**src/rtl/sdram_port_arbiter.sv**
```systemverilog
// Two-master round-robin arbiter in front of the SDRAM controller inport.
// An in-order tag FIFO routes each controller ack and its read data back to the issuing master.
module sdram_port_arbiter #(
    parameter int MAX_OUTSTANDING = 4,
    parameter int CNT_W           = 3
) (
    input  logic        clk_i,
    input  logic        rst_i,

    input  logic [3:0]  m0_wr_i,
    input  logic        m0_rd_i,
    input  logic [31:0] m0_addr_i,
    input  logic [31:0] m0_write_data_i,
    output logic        m0_accept_o,
    output logic        m0_ack_o,
    output logic [31:0] m0_read_data_o,

    input  logic [3:0]  m1_wr_i,
    input  logic        m1_rd_i,
    input  logic [31:0] m1_addr_i,
    input  logic [31:0] m1_write_data_i,
    output logic        m1_accept_o,
    output logic        m1_ack_o,
    output logic [31:0] m1_read_data_o,

    output logic [3:0]  outport_wr_o,
    output logic        outport_rd_o,
    output logic [31:0] outport_addr_o,
    output logic [31:0] outport_write_data_o,
    input  logic        outport_accept_i,
    input  logic        outport_ack_i,
    input  logic [31:0] outport_read_data_i,

    output logic [CNT_W-1:0] outstanding_o,
    output logic             error_o
);

    localparam int PTR_W = (MAX_OUTSTANDING > 1) ? $clog2(MAX_OUTSTANDING) : 1;

    // Arbitration state: last granted master and the mid-handshake grant lock.
    logic             r_last;
    logic             r_lock;
    logic             r_grant;
    logic             r_error;

    logic [PTR_W-1:0] r_wr_ptr;
    logic [PTR_W-1:0] r_rd_ptr;
    logic [CNT_W-1:0] r_count;
    logic             r_tag_mem [MAX_OUTSTANDING];

    logic w_req0;
    logic w_req1;
    logic w_sel_valid;
    logic w_sel;
    logic w_blocked;
    logic w_fire;
    logic w_ack_any;
    logic w_pop;
    logic w_stray;
    logic w_head;

    assign w_req0    = m0_rd_i | (|m0_wr_i);
    assign w_req1    = m1_rd_i | (|m1_wr_i);
    assign w_blocked = (r_count == CNT_W'(MAX_OUTSTANDING));

    // NOTE: every always_comb output gets a default first so no path leaves it unassigned (no latch).
    always_comb begin
        w_sel_valid = 1'b0;
        w_sel       = 1'b0;
        if (r_lock) begin
            w_sel       = r_grant;
            w_sel_valid = r_grant ? w_req1 : w_req0;
        end else if (w_req0 && w_req1) begin
            w_sel_valid = 1'b1;
            w_sel       = ~r_last;
        end else if (w_req0) begin
            w_sel_valid = 1'b1;
            w_sel       = 1'b0;
        end else if (w_req1) begin
            w_sel_valid = 1'b1;
            w_sel       = 1'b1;
        end
    end

    // Address and data follow the selected master even while blocked; the strobes do not.
    always_comb begin
        outport_wr_o         = 4'b0;
        outport_rd_o         = 1'b0;
        outport_addr_o       = 32'b0;
        outport_write_data_o = 32'b0;
        if (w_sel_valid) begin
            outport_addr_o       = w_sel ? m1_addr_i       : m0_addr_i;
            outport_write_data_o = w_sel ? m1_write_data_i : m0_write_data_i;
            if (!w_blocked) begin
                outport_wr_o = w_sel ? m1_wr_i : m0_wr_i;
                outport_rd_o = w_sel ? m1_rd_i : m0_rd_i;
            end
        end
    end

    assign w_fire      = (outport_rd_o | (|outport_wr_o)) & outport_accept_i & ~rst_i;
    assign m0_accept_o = w_fire & ~w_sel;
    assign m1_accept_o = w_fire &  w_sel;

    assign w_head    = r_tag_mem[r_rd_ptr];
    assign w_ack_any = outport_ack_i & ~rst_i;
    assign w_pop     = w_ack_any & (r_count != '0);
    assign w_stray   = w_ack_any & (r_count == '0);

    assign m0_ack_o       = w_pop & ~w_head;
    assign m1_ack_o       = w_pop &  w_head;
    assign m0_read_data_o = outport_read_data_i;
    assign m1_read_data_o = outport_read_data_i;

    assign outstanding_o = r_count;
    assign error_o       = r_error;

    // NOTE: sequential state uses non-blocking assignments so every register samples pre-edge values.
    always_ff @(posedge clk_i or posedge rst_i) begin
        if (rst_i) begin
            r_last  <= 1'b1;
            r_lock  <= 1'b0;
            r_grant <= 1'b0;
            r_error <= 1'b0;
        end else begin
            if (w_fire) begin
                r_last <= w_sel;
                r_lock <= 1'b0;
            end else if (w_sel_valid && !w_blocked) begin
                r_lock  <= 1'b1;
                r_grant <= w_sel;
            end
            if (w_stray) begin
                r_error <= 1'b1;
            end
        end
    end

    always_ff @(posedge clk_i or posedge rst_i) begin
        if (rst_i) begin
            r_wr_ptr <= '0;
            r_rd_ptr <= '0;
            r_count  <= '0;
        end else begin
            if (w_fire) begin
                r_wr_ptr <= r_wr_ptr + PTR_W'(1);
            end
            if (w_pop) begin
                r_rd_ptr <= r_rd_ptr + PTR_W'(1);
            end
            case ({w_fire, w_pop})
                2'b10:   r_count <= r_count + CNT_W'(1);
                2'b01:   r_count <= r_count - CNT_W'(1);
                default: r_count <= r_count;
            endcase
        end
    end

    // NOTE: tag storage has no reset; entries are only read between valid pointers, which are reset.
    always_ff @(posedge clk_i) begin
        if (w_fire) begin
            r_tag_mem[r_wr_ptr] <= w_sel;
        end
    end

endmodule

```
**config.mk**
```make
export PLATFORM = sky130hd
export DESIGN_NAME = sdram_port_arbiter
export DESIGN_NICKNAME = d
export VERILOG_FILES = /design/src/rtl/sdram_port_arbiter.sv
export SDC_FILE = /design/constraint.sdc
export NUM_CORES = 1
export LEC_CHECK = 0
export BUFFER_PORTS_ARGS = -buffer_cell sky130_fd_sc_hd__buf_2
export CAP_MARGIN = 5
export CORE_AREA = 2 2 123 125
export DETAILED_ROUTE_END_ITERATION = 16
export DIE_AREA = 0 0 125 127
export GPL_TIMING_DRIVEN = 0
export PLACE_DENSITY_LB_ADDON = 0.15
export SYNTH_ARGS = -nofsm -noshare
export SYNTH_HDL_FRONTEND = slang
export SYNTH_SLANG_ARGS = --single-unit
```
**constraint.sdc**
```tcl
create_clock -name clk_i -period 2.3 [get_ports clk_i]
set_input_delay 0.46 -clock clk_i [delete_from_list [all_inputs] [get_ports clk_i]]
set_output_delay 0.46 -clock clk_i [all_outputs]
set_load 0.05 [all_outputs]
```
* Yosys cells after proc, flatten, opt, wreduce, memory -nomap -nowiden
Memories as Yosys holds them, arrays and structs flattened.
Cells that the tools add are included.
** Operators by class
- Muxes and demuxes :: 23
- Eq/ne operators :: 3
- Bitwise gates (word level) :: 17
- $add $sub $neg :: 4
- Reductions and logical operators :: 11
** Operators with widths (count)
- two-way mux 32 bit :: 4
- two-way mux 1 bit :: 15
- two-way mux 4 bit :: 3
- OR reduction 4 bit :: 3
- AND 1 bit :: 9
- one-hot mux 3 bit (2 select lines) :: 1
- NOT 1 bit :: 5
- adder 2 x 1 -> 2 bit (second input constant) :: 2
- nonzero test 2 bit :: 2
- adder 3 x 1 -> 3 bit (second input constant) :: 1
- == test 3 bit (second input constant) :: 1
- logical NOT 3 bit :: 1
- bitwise OR 1 bit :: 3
- nonzero test 3 bit :: 1
- subtractor 3 x 1 -> 3 bit (second input constant) :: 1
- == test 2 x 1 -> 1 bit (second input constant) :: 1
- == test 2 bit (second input constant) :: 1
- logical AND 1 bit :: 2
- AND reduction 2 bit :: 1
- logical NOT 1 bit :: 1
** Word-level totals
- Register bits after elaboration :: 11
- Bits of input ports :: 174
- Memory bits (writable) :: 4
- Logic and storage cells :: 66
- Output and inout port bits :: 141
- Memories kept :: 1
** Memories
- r_tag_mem :: words 4, bits a word 1, read ports 1, clocked after memory_dff 0, write ports 1, RTL line 49 : logic r_tag_mem [MAX_OUTSTANDING];

* Logic depth before layout (Yosys ltp)
- Depth in word-level cells :: 15
- Mapped depth :: 11
- Gate-level depth less buffers :: 11

* Worst setup path after synthesis
No wires, ideal clock.
- Kind :: reg2out
- Start point :: reg r_count[0], in the netlist outstanding_o[0]
- End point :: out m0_accept_o
- Data arrival time :: 2338 ps
- Data required time :: 1840 ps
- Path buffers :: 0
- Stages on the path, launching flop included :: 7
- Setup slack :: -498 ps
- Path through :: dfrtp_1 inv_1 nand3_1 o2111ai_4 nor3b_4 inv_1 nor2_1
** On the way
- Cells in the longest elaborated chain, start to end :: 8
- Elaborated cells on any way between the ends :: 10
- Those cells by class :: 1 x eq/ne; 4 x mux; 4 x bitwise; 1 x reduce/logical
** RTL lines
- start: declaration :: RTL line 48 : logic [CNT_W-1:0] r_count;
- start signal: assignment :: RTL line 152 : 2'b10: r_count <= r_count + CNT_W'(1);
- start signal: assignment :: RTL line 153 : 2'b01: r_count <= r_count - CNT_W'(1);
- start signal: assignment :: RTL line 154 : default: r_count <= r_count;
- == test 3 bit (*) :: RTL line 64 : assign w_blocked = (r_count == CNT_W'(MAX_OUTSTANDING));
- two-way mux 4 bit :: RTL line 94 : if (!w_blocked) begin
- two-way mux 4 bit :: RTL line 91 : if (w_sel_valid) begin
- OR reduction 4 bit :: RTL line 101 : assign w_fire = (outport_rd_o | (|outport_wr_o)) & outport_accept_i & ~rst_i;
- bitwise OR 1 bit (*) :: RTL line 101
- AND 1 bit (*) (2 in a row) :: RTL line 101
- AND 1 bit (*) :: RTL line 102 : assign m0_accept_o = w_fire & ~w_sel;
- end: declaration :: RTL line 14 : output logic m0_accept_o,
Every way passes the cells marked *; elsewhere a longest branch is shown, timed or not.

* Worst setup path after layout
- Start point :: in m0_wr_i[3]
- End point :: out outport_write_data_o[17]
** On the way
- Cells in the longest elaborated chain, start to end :: 7
- Elaborated cells on any way between the ends :: 12
- Those cells by class :: 9 x mux; 1 x bitwise; 2 x reduce/logical
** RTL lines
- start: declaration :: RTL line 10 : input logic [3:0] m0_wr_i,
- OR reduction 4 bit (*) :: RTL line 62 : assign w_req0 = m0_rd_i | (|m0_wr_i);
- bitwise OR 1 bit (*) :: RTL line 62
- two-way mux 1 bit or logical AND 1 bit (tied branches) :: RTL line 76, 73
- two-way mux 1 bit :: RTL line 73 : end else if (w_req0 && w_req1) begin
- two-way mux 1 bit :: RTL line 70 : if (r_lock) begin
- two-way mux 32 bit :: RTL line 93 : outport_write_data_o = w_sel ? m1_write_data_i : m0_write_data_i;
- two-way mux 32 bit (*) :: RTL line 91
- end: declaration :: RTL line 29 : output logic [31:0] outport_write_data_o,
Marks and branches as above.

==> metrics.yaml <==
run_status:
  outcome: "finished, violations left"
  violations: "negative setup slack"
grt:
  grt_antenna_before_repair: 0
  grt.total_usage: 0.1471
  grt-busiest-layer: "met2"
  met3_usage: 0.01508
  grt_use_met2: 0.2989
  grt_pass1_wl_um: 19190
  grt_overflow_total: 0
  grt_pass1_vias: 3647
  grt_max_degree: 14
  use_met1: 0.1675
synth:
  synth_edf_count: 4
  syn_area_per_cell_um2: 6.556
  synth_common_cells: "nand2_1 (141), a21oi_1 (71), buf_4 (64)"
  synth_flop_cell: "dfrtp_1"
  synth_cells: 363
  syn_area_mm2: 0.002380
  synth_top_area_share: 0.2224
  async_reset_ff_frac: 0.7333
  synthTopCellsByArea: "nand2_1 (22%), buf_4 (20%), a21oi_1 (15%)"
  synth_fp_nets: 543
  yosysTopAreaCell: "nand2_1"
  synth_cell_types: 35
  ys_warn_count: 0
  ys_ff_latch: 15
  yosysMostFrequentCell: "nand2_1"
  yosysSeqAreaShare: 0.1667
sta:
  final_max_slew_viol_count: 0
  finalSetupViolations: 72
  tightest_slew_ns: 0.4776
  final.min_clock_period_ns: 2.486
  rsz0062_at_grt: "true"
  fin_skew_ns: 0.002516
  fmax_mhz: 402.2
  hold_viol_final: 0
  slew_headroom: 0.6812
  finalWorstSetupSlack_ns: -0.1863
  fin_crit_sh: 1.081
setup_path:
  r2r_cells: 11
  crit_start: "m0_wr_i[3]"
  worstSetupPathType: "in -> out"
  crit_path_max_fanout: 10
  crit_required_ns: 1.84
  rrSetupSlack_ns: 0.21
  crit_path_end: "outport_write_data_o[17]"
  end_kind: "output port"
  r2r-start: "r_grant"
  cp-start-kind: "input pin"
  arrival_ns: 2.03
  r2r_end: "outstanding_o[2]"
pwr:
  peakVddDrop_uv: 745.1
  power_mw: 9.976
  leakage_nw: 3.185
  p_per_area_mw_per_mm2: 1537
hold_path:
  hold_class: "in -> async"
clock_tree:
  cts_tree: "done"
  path_clk_slew_ns: 0.05
  cts_buffer_depth: 2
  clk_latency_ns: 0.24
  htreeDepth: 1
  clock-sinks: 15
  hold_buffers: 0
  cts_root_buf: "clkbuf_16"
  cts_buffers: 3
floorplan:
  io_pins: 315
  core-area_mm2: 0.01442
  rows: 44
  dieWidth_um: 125
  die_y_um: 127
  die_area_mm2: 0.01588
  initial_core_util: 0.1650
drt:
  wl_per_cell_um: 15.36
  via_count: 3572
  drc: 0
  routed_wl_um: 13250
  first_pass_iters: 4
  first_iter_violations: 52
  antenna_left: 0
  viasPerCell: 4.139
layout:
  multi_input_area_mm2: 0.002476
  fillers: 1418
  fin_nets: 860
  syn_to_final_growth_pct: 172.7
  regArea_um2: 400.4
  drive_above_1_share: 0.8513
  antenna_cells: 0
  fin_cells: 863
placement:
  place_inst: 829
  dp.final_hpwl_um: 10380
  finalWeightedCongestion: 0.8199
  portBuffers: 282
run:
  cap_viol_max_count: 0
-- layout by cell type, fill, tap and decap left out, types with 2 or more instances in the layout --
cell type  instances
buf_2            207
buf_4             80
nand2_1           66
a21oi_4           62
buf_6             58
nand2_2           38
nand2_4           37
buf_8             28
buf_12            12
clkbuf_16         12
a21oi_2            7
dfrtp_1            7
inv_2              4
and2_2             4
ha_1               4
edfxtp_1           4
xor2_1             3
xnor2_1            3
inv_1              3
dfrtp_2            3
nor2_1             2
nor2_2             2
nor3_4             2
mux2_4             2
and2_1             2
a21oi_1            2
nor2_4             2
buf_16             2
-- state kept, by name (all words and copies together), names as in the netlist --
signal,cells
r_tag_mem,4
r_rd_ptr,2
r_wr_ptr,2
r_lock,1
error_o,1
outstanding_o,3
r_grant,1
r_last,1
-- metal layers --
metal,vias to the layer above,wire (µm)
met5,-,0
met4,0,127
met3,6,713
met2,146,7494
met1,1674,4916
li1,1746,-
-- worst min path at each step --
stage / from / to / slack, ns
2_1_floorplan: rst_i / error_o / 0.33
3_3_place_gp: error_o / error_o / 0.45
3_5_place_dp: error_o / error_o / 0.46
4_1_cts: rst_i / error_o / 0.29
5_1_grt: rst_i / r_rd_ptr[0] / 0.32
6_report: rst_i / r_wr_ptr[1] / 0.28
-- timing repair --
item                       CTS  global route
pin swaps                   22            39
buffers inserted            17             1
setup endpoints to repair   75            72
resized for setup          252            90
gates cloned                 4             9
-- report_power, final --
| group | total, mW | switching (mW) | internal (mW) |
|---|---|---|---|
| clock | 0.334 | 0.0996 | 0.234 |
| sequential | 0.503 | 0.0970 | 0.406 |
| combinational | 9.14 | 5.26 | 3.88 |
-- stage by stage --
| step | TNS [ns] | instance area [µm²] | hold slack [ns] | util | setup WS [ns] |
|---|---|---|---|---|---|
| floorplan | -0.7803 | 3157 | 0.3280 | - | -0.1720 |
| global placement | -42.04 | 4798 | 0.4493 | 0.3327 | -0.7751 |
| detailed placement | -42.32 | 4798 | 0.4592 | 0.3327 | -0.7660 |
| CTS | -8.587 | 5931 | 0.2949 | 0.4112 | -0.1696 |
| global route | -13.43 | 6489 | 0.3244 | 0.4499 | -0.2308 |
| finish | -9.616 | 6489 | 0.2786 | 0.4499 | -0.1863 |
-- worst max-delay path, stage by stage --
cell	delay, ns
buf_8	0.10
nor3_4	0.24
a21boi_2	0.09
o31a_1	0.30
buf_12	0.18
clkinv_16	0.09
clkbuf_16	0.17
nand2_2	0.07
a21oi_4	0.15
buf_8	0.16
-- cell type report --
type                            instances  share of cell area
Timing Repair inverter                  1            0.002507
Tap cell                              184             0.03548
Multi-Input combinational cell        255              0.3816
Clock buffer                            4             0.01215
Buffer                                 85              0.1230
Inverter                                8            0.008677
Sequential cell                        15             0.06170
Timing Repair Buffer                  311              0.3749
-- logic make-up (layout without fill, tap and decap cells) --
| kind of cell | Yosys count | count (layout) | synth area share |
|---|---|---|---|
| adder cells (fa/ha/maj) | 6 | 6 | 0.03470 |
| multiplexers | 5 | 5 | 0.03102 |
| XOR/XNOR | 6 | 6 | 0.02209 |
| flip-flops | 15 | 15 | 0.1667 |
| AND/OR/NAND/NOR | 162 | 162 | 0.2876 |
| AO/OA/AOI/OAI | 76 | 76 | 0.1761 |
| buffers and inverters | 93 | 409 | 0.2818 |
No activity file was read; power rests on OpenSTA's default activity.
